**config.mk**
```make
export PLATFORM = sky130hd
export DESIGN_NAME = reg_access_ctrl_flat
export DESIGN_NICKNAME = d
export VERILOG_FILES = /design/src/rtl/reg_access_if.sv /design/src/rtl/reg_access_ctrl.sv /design/src/flat_wrapper.sv
export SDC_FILE = /design/constraint.sdc
export NUM_CORES = 1
export LEC_CHECK = 0
export BUFFER_PORTS_ARGS = -buffer_cell sky130_fd_sc_hd__buf_2
export CAP_MARGIN = 20
export CORE_ASPECT_RATIO = 2
export CORE_MARGIN = 5
export CORE_UTILIZATION = 46
export DETAILED_ROUTE_END_ITERATION = 16
export GPL_TIMING_DRIVEN = 1
export MAX_ROUTING_LAYER = met4
export PLACE_DENSITY = 0.91
export SYNTH_ARGS = -nofsm -noshare
export SYNTH_HDL_FRONTEND = slang
export SYNTH_SLANG_ARGS = --single-unit
```
**constraint.sdc**
```tcl
create_clock -name clk -period 2 [get_ports clk]
set_input_delay 0.2 -clock clk [delete_from_list [all_inputs] [get_ports clk]]
set_output_delay 0.2 -clock clk [all_outputs]
set_load 0.05 [all_outputs]
```
**src/rtl/reg_access_if.sv**
```systemverilog
// Register-access bus: the decode, operand, writeback and register-file signal groups.
// master = sequencer side (reg_access_ctrl); slave = the surrounding core.
interface reg_access_if #(
    parameter int REGISTER_WIDTH  = 32,
    parameter int REG_INDEX_WIDTH = 5
);
    logic                       dec_valid;
    logic                       dec_ready;
    logic [REG_INDEX_WIDTH-1:0] dec_rs1;
    logic [REG_INDEX_WIDTH-1:0] dec_rs2;
    logic [REG_INDEX_WIDTH-1:0] dec_rd;
    logic                       dec_rd_wr;

    logic                       op_valid;
    logic                       op_ready;
    logic [REGISTER_WIDTH-1:0]  op_a;
    logic [REGISTER_WIDTH-1:0]  op_b;
    logic [REG_INDEX_WIDTH-1:0] op_rd;
    logic                       op_rd_wr;

    logic                       wb_valid;
    logic                       wb_ready;
    logic [REGISTER_WIDTH-1:0]  wb_data;

    logic [REG_INDEX_WIDTH-1:0] rf_rd_index_1;
    logic [REG_INDEX_WIDTH-1:0] rf_rd_index_2;
    logic [REGISTER_WIDTH-1:0]  reg_data_1;
    logic [REGISTER_WIDTH-1:0]  reg_data_2;
    logic                       rf_wr_en;
    logic [REG_INDEX_WIDTH-1:0] rf_wr_index;
    logic [REGISTER_WIDTH-1:0]  rf_wr_data;

    modport master (
        input  dec_valid, dec_rs1, dec_rs2, dec_rd, dec_rd_wr,
        output dec_ready,
        output op_valid, op_a, op_b, op_rd, op_rd_wr,
        input  op_ready,
        input  wb_valid, wb_data,
        output wb_ready,
        output rf_rd_index_1, rf_rd_index_2,
        input  reg_data_1, reg_data_2,
        output rf_wr_en, rf_wr_index, rf_wr_data
    );

    modport slave (
        output dec_valid, dec_rs1, dec_rs2, dec_rd, dec_rd_wr,
        input  dec_ready,
        input  op_valid, op_a, op_b, op_rd, op_rd_wr,
        output op_ready,
        output wb_valid, wb_data,
        input  wb_ready,
        input  rf_rd_index_1, rf_rd_index_2,
        output reg_data_1, reg_data_2,
        input  rf_wr_en, rf_wr_index, rf_wr_data
    );
endinterface

```
**src/rtl/reg_access_ctrl.sv**
```systemverilog
// Operand-fetch / writeback sequencer, one instruction in flight at a time.
// Optional REG_ACCESS_PERF_CNT_EN adds a wb_count output counting register-file writes.
module reg_access_ctrl #(
    parameter int REGISTER_WIDTH  = 32,
    parameter int REG_INDEX_WIDTH = 5
) (
    input  logic        clk,
    input  logic        rst_n,
    reg_access_if.master bus
`ifdef REG_ACCESS_PERF_CNT_EN
    ,
    output logic [31:0] wb_count
`endif
);
    typedef enum logic [2:0] {IDLE, FETCH, ISSUE, WAIT_WB, WRITE} state_t;

    state_t state, state_nxt;

    logic                       dec_ready_q, op_valid_q, wb_ready_q, wr_en_q;
    logic                       dec_ready_nxt, op_valid_nxt, wb_ready_nxt, wr_en_nxt;
    logic [REG_INDEX_WIDTH-1:0] rs1_q, rs2_q, rd_q;
    logic                       rd_wr_q;
    logic [REGISTER_WIDTH-1:0]  op_a_q, op_b_q, res_q;
    logic                       dec_fire, op_fire, wb_fire;

    assign dec_fire = (state == IDLE) && dec_ready_q && bus.dec_valid;
    assign op_fire  = (state == ISSUE) && bus.op_ready;
    assign wb_fire  = (state == WAIT_WB) && bus.wb_valid;

    always_comb begin
        state_nxt = state;
        unique case (state)
            IDLE:    if (dec_fire) state_nxt = FETCH;
            FETCH:   state_nxt = ISSUE;
            ISSUE:   if (op_fire) state_nxt = rd_wr_q ? WAIT_WB : IDLE;
            WAIT_WB: if (wb_fire) state_nxt = (rd_q != '0) ? WRITE : IDLE;
            WRITE:   state_nxt = IDLE;
            default: state_nxt = IDLE;
        endcase
        // Handshake flags are decoded from the next state so they come straight out of flops.
        dec_ready_nxt = (state_nxt == IDLE);
        op_valid_nxt  = (state_nxt == ISSUE);
        wb_ready_nxt  = (state_nxt == WAIT_WB);
        wr_en_nxt     = (state_nxt == WRITE);
    end

    always_ff @(posedge clk or negedge rst_n) begin
        if (!rst_n) begin
            state       <= IDLE;
            dec_ready_q <= 1'b0;
            op_valid_q  <= 1'b0;
            wb_ready_q  <= 1'b0;
            wr_en_q     <= 1'b0;
        end else begin
            state       <= state_nxt;
            dec_ready_q <= dec_ready_nxt;
            op_valid_q  <= op_valid_nxt;
            wb_ready_q  <= wb_ready_nxt;
            wr_en_q     <= wr_en_nxt;
        end
    end

    always_ff @(posedge clk or negedge rst_n) begin
        if (!rst_n) begin
            rs1_q   <= '0;
            rs2_q   <= '0;
            rd_q    <= '0;
            rd_wr_q <= 1'b0;
            op_a_q  <= '0;
            op_b_q  <= '0;
            res_q   <= '0;
        end else begin
            if (dec_fire) begin
                rs1_q   <= bus.dec_rs1;
                rs2_q   <= bus.dec_rs2;
                rd_q    <= bus.dec_rd;
                rd_wr_q <= bus.dec_rd_wr;
            end
            if (state == FETCH) begin
                op_a_q <= bus.reg_data_1;
                op_b_q <= bus.reg_data_2;
            end
            if (wb_fire) res_q <= bus.wb_data;
        end
    end

`ifdef REG_ACCESS_PERF_CNT_EN
    always_ff @(posedge clk or negedge rst_n) begin
        if (!rst_n)       wb_count <= '0;
        else if (wr_en_q) wb_count <= wb_count + 32'd1;
    end
`endif

    assign bus.dec_ready     = dec_ready_q;
    assign bus.op_valid      = op_valid_q;
    assign bus.op_a          = op_a_q;
    assign bus.op_b          = op_b_q;
    assign bus.op_rd         = rd_q;
    assign bus.op_rd_wr      = rd_wr_q;
    assign bus.wb_ready      = wb_ready_q;
    // Indices and write data are forced to zero outside their own state.
    assign bus.rf_rd_index_1 = (state == FETCH) ? rs1_q : '0;
    assign bus.rf_rd_index_2 = (state == FETCH) ? rs2_q : '0;
    assign bus.rf_wr_en      = wr_en_q;
    assign bus.rf_wr_index   = wr_en_q ? rd_q : '0;
    assign bus.rf_wr_data    = wr_en_q ? res_q : '0;
endmodule

```
**src/flat_wrapper.sv**
```systemverilog
// flat-port wrapper written by rule: the top's interface ports become plain ports
module reg_access_ctrl_flat 
#(
    parameter int REGISTER_WIDTH  = 32,
    parameter int REG_INDEX_WIDTH = 5
)
  (clk, rst_n, bus_dec_valid, bus_dec_rs1, bus_dec_rs2, bus_dec_rd, bus_dec_rd_wr, bus_dec_ready, bus_op_valid, bus_op_a, bus_op_b, bus_op_rd, bus_op_rd_wr, bus_op_ready, bus_wb_valid, bus_wb_data, bus_wb_ready, bus_rf_rd_index_1, bus_rf_rd_index_2, bus_reg_data_1, bus_reg_data_2, bus_rf_wr_en, bus_rf_wr_index, bus_rf_wr_data);
  reg_access_if #(.REGISTER_WIDTH(REGISTER_WIDTH), .REG_INDEX_WIDTH(REG_INDEX_WIDTH)) bus_i ();
  input  logic clk;
  input  logic rst_n;
  input wire logic [$bits(bus_i.dec_valid)-1:0] bus_dec_valid;
  input wire logic [$bits(bus_i.dec_rs1)-1:0] bus_dec_rs1;
  input wire logic [$bits(bus_i.dec_rs2)-1:0] bus_dec_rs2;
  input wire logic [$bits(bus_i.dec_rd)-1:0] bus_dec_rd;
  input wire logic [$bits(bus_i.dec_rd_wr)-1:0] bus_dec_rd_wr;
  output wire logic [$bits(bus_i.dec_ready)-1:0] bus_dec_ready;
  output wire logic [$bits(bus_i.op_valid)-1:0] bus_op_valid;
  output wire logic [$bits(bus_i.op_a)-1:0] bus_op_a;
  output wire logic [$bits(bus_i.op_b)-1:0] bus_op_b;
  output wire logic [$bits(bus_i.op_rd)-1:0] bus_op_rd;
  output wire logic [$bits(bus_i.op_rd_wr)-1:0] bus_op_rd_wr;
  input wire logic [$bits(bus_i.op_ready)-1:0] bus_op_ready;
  input wire logic [$bits(bus_i.wb_valid)-1:0] bus_wb_valid;
  input wire logic [$bits(bus_i.wb_data)-1:0] bus_wb_data;
  output wire logic [$bits(bus_i.wb_ready)-1:0] bus_wb_ready;
  output wire logic [$bits(bus_i.rf_rd_index_1)-1:0] bus_rf_rd_index_1;
  output wire logic [$bits(bus_i.rf_rd_index_2)-1:0] bus_rf_rd_index_2;
  input wire logic [$bits(bus_i.reg_data_1)-1:0] bus_reg_data_1;
  input wire logic [$bits(bus_i.reg_data_2)-1:0] bus_reg_data_2;
  output wire logic [$bits(bus_i.rf_wr_en)-1:0] bus_rf_wr_en;
  output wire logic [$bits(bus_i.rf_wr_index)-1:0] bus_rf_wr_index;
  output wire logic [$bits(bus_i.rf_wr_data)-1:0] bus_rf_wr_data;
  assign bus_i.dec_valid = bus_dec_valid;
  assign bus_i.dec_rs1 = bus_dec_rs1;
  assign bus_i.dec_rs2 = bus_dec_rs2;
  assign bus_i.dec_rd = bus_dec_rd;
  assign bus_i.dec_rd_wr = bus_dec_rd_wr;
  assign bus_dec_ready = bus_i.dec_ready;
  assign bus_op_valid = bus_i.op_valid;
  assign bus_op_a = bus_i.op_a;
  assign bus_op_b = bus_i.op_b;
  assign bus_op_rd = bus_i.op_rd;
  assign bus_op_rd_wr = bus_i.op_rd_wr;
  assign bus_i.op_ready = bus_op_ready;
  assign bus_i.wb_valid = bus_wb_valid;
  assign bus_i.wb_data = bus_wb_data;
  assign bus_wb_ready = bus_i.wb_ready;
  assign bus_rf_rd_index_1 = bus_i.rf_rd_index_1;
  assign bus_rf_rd_index_2 = bus_i.rf_rd_index_2;
  assign bus_i.reg_data_1 = bus_reg_data_1;
  assign bus_i.reg_data_2 = bus_reg_data_2;
  assign bus_rf_wr_en = bus_i.rf_wr_en;
  assign bus_rf_wr_index = bus_i.rf_wr_index;
  assign bus_rf_wr_data = bus_i.rf_wr_data;
  reg_access_ctrl #(.REGISTER_WIDTH(REGISTER_WIDTH), .REG_INDEX_WIDTH(REG_INDEX_WIDTH)) u_core (.clk(clk), .rst_n(rst_n), .bus(bus_i));
endmodule
```
## After elaboration in Yosys (flattened, before gate mapping)

Index checks and enable logic that the tools add are counted.

| word-level totals | value |
|---|---|
| word-level logic and storage cells | 35 |
| output and inout bits | 121 |
| bits in registers | 119 |

| operators by class | value |
|---|---|
| multiplexer cells | 10 |
| eq/ne operators | 6 |
| reduce and logical (&&, ||, !) cells | 7 |

Operators with widths:

| kind | number |
|---|---|
| $mux W32 | 1 |
| $mux W5 | 3 |
| $eq A3 B2 Y1 const B | 4 |
| $mux W3 | 4 |
| $pmux W3 S4 | 1 |
| $logic_not A3 Y1 | 2 |
| $reduce_bool A5 Y1 | 1 |
| $logic_and A1 B1 Y1 | 4 |
| $eq A3 B1 Y1 const B | 1 |
| $eq A3 B3 Y1 const B | 1 |
| $mux W2 | 1 |

## Longest topological paths before layout

| depth | value |
|---|---|
| word-level depth | 6 |
| gate-level depth with buffers | 5 |

## Worst setup path after synthesis

OpenSTA, ideal clock, no wires.

| timing path | value |
|---|---|
| kind | register to register |
| start | register u_core.dec_ready_q (netlist: u_core.bus.dec_ready) |
| end | register u_core.rd_q[0] (netlist: u_core.bus.op_rd[0]) |
| arrival | 1.642 ns |
| setup slack | 0.233 ns |
| clock period less this slack | 1.767 ns |
| stages on the path, launching flop included | 5 |
| path buffers | 1 |
| path through | dfrtp_1 -> nand2_1 -> nor4_4 -> buf_6 -> mux2_2 |

| between the ends | value |
|---|---|
| cells in the longest elaborated chain, start to end | 2 |

RTL lines:

| what | line | source |
|---|---|---|
| start: declaration | reg_access_ctrl.sv:19 | `logic dec_ready_q, op_valid_q, wb_ready_q, wr_en_q;` |
| start signal: assignment | reg_access_ctrl.sv:56 | `dec_ready_q <= dec_ready_nxt;` |
| $logic_and A1 B1 Y1 (2 in a row) | reg_access_ctrl.sv:26 | `assign dec_fire = (state == IDLE) && dec_ready_q && bus.dec_valid;` |
| end signal: assignment | reg_access_ctrl.sv:76 | `rd_q <= bus.dec_rd;` |
| end: declaration | reg_access_ctrl.sv:21 | `logic [REG_INDEX_WIDTH-1:0] rs1_q, rs2_q, rd_q;` |

Every way passes these cells.
A chain may end at the register's enable or synchronous reset.

## Final worst setup path

| timing path | value |
|---|---|
| start | register u_core.state[1] |
| end | output port bus_rf_rd_index_2[1] |

| between the ends | value |
|---|---|
| cells in the longest elaborated chain, start to end | 2 |

RTL lines:

| what | line | source |
|---|---|---|
| start: declaration | reg_access_ctrl.sv:17 | `state_t state, state_nxt;` |
| start signal: assignment | reg_access_ctrl.sv:55 | `state <= state_nxt;` |
| $eq A3 B1 Y1 | reg_access_ctrl.sv:103 | `assign bus.rf_rd_index_2 = (state == FETCH) ? rs2_q : '0;` |
| $mux W5 | reg_access_ctrl.sv:103 |  |
| end: declaration | flat_wrapper.sv:27 | `output wire logic [$bits(bus_i.rf_rd_index_2)-1:0] bus_rf_rd_index_2;` |

Every way passes these cells.

==> impl_metrics.env <==
export IMPL_endpoint="bus_rf_rd_index_2[1]"
export IMPL_placed_area_mm2=0.00611
export IMPL_period_minus_slack_ns=1.87
export IMPL_leakagePower_nw=3.44
export IMPL_required_ns=1.80
export IMPL_start_kind="flip-flop"
export IMPL_antenna_found_initial=0
export IMPL_hp_class="input port to flip-flop"
export IMPL_crit_fanout=11
export IMPL_path_clk_slew_ns=0.05
export IMPL_peakVddDrop_mv=1.01
export IMPL_r2r_start="u_core.state[1]"
export IMPL_rows=52
export IMPL_place_congestion=0.741
export IMPL_rsz0062_at_grt="false"
export IMPL_gr_total_overflow=0
export IMPL_rr_worst_depth=4
export IMPL_worstPathArrival_ns=1.67
export IMPL_firstDrtPassIters=4
export IMPL_via_count=3388
export IMPL_drive_gt1_share_pct=68.1
export IMPL_place_ws_ns=0.255
export IMPL_power_density_mw_per_mm2=1970
export IMPL_die_area_mm2=0.0127
export IMPL_start_util_pct=47.1
export IMPL_antennaDiodeCount=0
export IMPL_rrSetupSlack_ns=0.24
export IMPL_root_buffer="clkbuf_16"
export IMPL_max_slew_margin_pct=59.1
export IMPL_end_kind="output port"
export IMPL_die_h_um=154
export IMPL_dp_hpwl_mm=8.95
export IMPL_grt_pass1_wl_mm=19.2
export IMPL_wl_per_cell_um=17.5
export IMPL_finalHoldViolations=0
export IMPL_ant_nets=0
export IMPL_drc=0
export IMPL_cts_buffer_depth=2
export IMPL_final_cell_mix="buf_2 (226), dfrtp_1 (118), mux2_2 (112)"
export IMPL_final_area_mm2=0.00677
export IMPL_ios=238
export IMPL_final_common_cell="buf_2"
export IMPL_synth_seq_area_share_pct=62.3
export IMPL_drt_iter0_drc=98
export IMPL_synthesis_nets=430
export IMPL_synth_seq_cells=119
export IMPL_cts_tree="built"
export IMPL_ys_warn_count=0
export IMPL_clk_latency_ns=0.40
export IMPL_tightest_slew_ns=0.614
export IMPL_vias_per_cell=4.77
export IMPL_grt_max_degree=120
export IMPL_fin_crit_sh_pct=93.6
export IMPL_cts_buffers=17
export IMPL_wl_mm=12.5
export IMPL_io_buffer_count=237
export IMPL_synth_area_mm2=0.00478
export IMPL_syn_inst=313
export IMPL_core_mm2=0.0101
export IMPL_cts_sinks=119
export IMPL_setup_viol=0
export IMPL_regToRegEndpoint="u_core.bus.op_a[3]"
export IMPL_synthDistinctLibCells=22
export IMPL_cap_viol_max_count=0
export IMPL_grtUsageTotal_pct=20.7
export IMPL_skew_ns=0.00846
export IMPL_criticalPathCategory="flip-flop to output port"
export IMPL_layout_setup_ws_ns=0.127
export IMPL_syn2layout_area_growth_pct=41.6
export IMPL_die_w_um=82.1
export IMPL_htree_levels=4
export IMPL_cp_startpoint="u_core.state[1]"
export IMPL_clock_fmax_mhz=534
export IMPL_nNetsFinal=681
export IMPL_final_max_slew_violation_count=0
export IMPL_first_global_vias=3895
export IMPL_synth_avg_cell_area_um2=15.3
export IMPL_status="completed"
worst min-delay path by stage:
stage	start	to	slack [ns]	cells past startpoint
6_report	bus_wb_data[25]	u_core.res_q[25]	0.03	2
5_1_grt	bus_dec_rs2[0]	u_core.rs2_q[0]	0.01	2
3_3_place_gp	rst_n	u_core.bus.op_b[22]	0.33	2
4_1_cts	bus_wb_data[25]	u_core.res_q[25]	0.02	2
2_1_floorplan	rst_n	u_core.bus.dec_ready	-0.1	0
3_5_place_dp	rst_n	u_core.bus.op_b[21]	0.34	2
state kept, by name (all words and copies together), names as in the netlist:
register / count
u_core.bus.op_rd_wr: 1
u_core.rs2_q: 5
u_core.rs1_q: 5
u_core.bus.op_a: 32
u_core.bus.op_valid: 1
u_core.bus.op_b: 32
u_core.bus.op_rd: 5
u_core.bus.wb_ready: 1
u_core.state: 3
u_core.bus.dec_ready: 1
u_core.bus.rf_wr_en: 1
u_core.res_q: 32
cell usage after synthesis (all sizes together):
master | instances | share of area [%]
dfrtp | 119 | 62
mux2 | 112 | 26
and2 | 47 | 6.1
buf | 11 | 2.0
clkbuf | 4 | 0.34
nor3 | 4 | 0.52
nor2 | 3 | 0.24
a21oi | 2 | 0.21
a31oi | 2 | 0.26
a21boi | 1 | 0.16
inv | 1 | 0.078
nand2 | 1 | 0.078
nand2b | 1 | 0.13
nand4b | 1 | 0.31
nor2b | 1 | 0.13
nor4 | 1 | 0.44
o21bai | 1 | 0.16
or2b | 1 | 0.16
metrics by stage:
| stage | utilization (%) | hold WS [ns] | TNS (ns) | std cells | power (W) |
|---|---|---|---|---|---|
| CTS | 66.6 | 0.0184 | -0.00518 | 709 | 0.0135 |
| detailed placement | 60.2 | 0.340 | 0 | 675 | 0.0105 |
| floorplan | - | -0.0956 | 0 | 313 | 0.00897 |
| global route | 66.7 | 0.0103 | 0 | 711 | 0.0140 |
| finish | 66.7 | 0.0316 | 0 | 711 | 0.0133 |
| global placement | 60.2 | 0.327 | 0 | 675 | 0.0102 |
timing repair:
action                     4_1_cts  5_1_grt
cloned                           2        0
setup endpoints to repair       10       10
hold buffers                     1        0
gates resized for setup         10        1
setup buffers                    0        2
pin swaps                        0        1
hold endpoints to repair       119        0
final cells by class:
class                   instances  area [µm²]
clock buffers                  23         498
clock inverters                 8        47.5
fillers                       758        3380
inverters                       1        3.75
multi-input cells             178        1700
flip-flops and latches        119        2980
well taps                     135         169
repair buffers                247        1380
critical path, stage by stage (launching register included):
cell and delay, ns:
dfrtp_1 0.48, nor3_4 0.29, buf_12 0.16, and2_1 0.14
buf_4 0.21
metal layers:
layer / global-route usage (%) / part of all wire [%] / vias up
met5: - / 0 / -
met4: 7.92 / 2.2 / 0
met3: 4.77 / 5.9 / 21
met2: 36.9 / 57 / 168
met1: 21.2 / 35 / 1612
li1: - / - / 1587
report_power, final:
| group | internal (W) | switching, W | total (W) |
|---|---|---|---|
| Clock | 0.00173 | 0.000988 | 0.00271 |
| Combinational | 0.00208 | 0.00428 | 0.00635 |
| Sequential | 0.00362 | 0.000654 | 0.00427 |
cell families (layout without fill, tap and decap cells):
| family | count (synthesis) | after routing | synth area share, % |
|---|---|---|---|
| mux | 112 | 112 | 26.4 |
| flops | 119 | 119 | 62.3 |
| buf+inv | 16 | 279 | 2.41 |
| simple gates | 60 | 60 | 8.16 |
| compound gates | 6 | 6 | 0.785 |
Note: power is estimated with default switching activity, not from simulation.
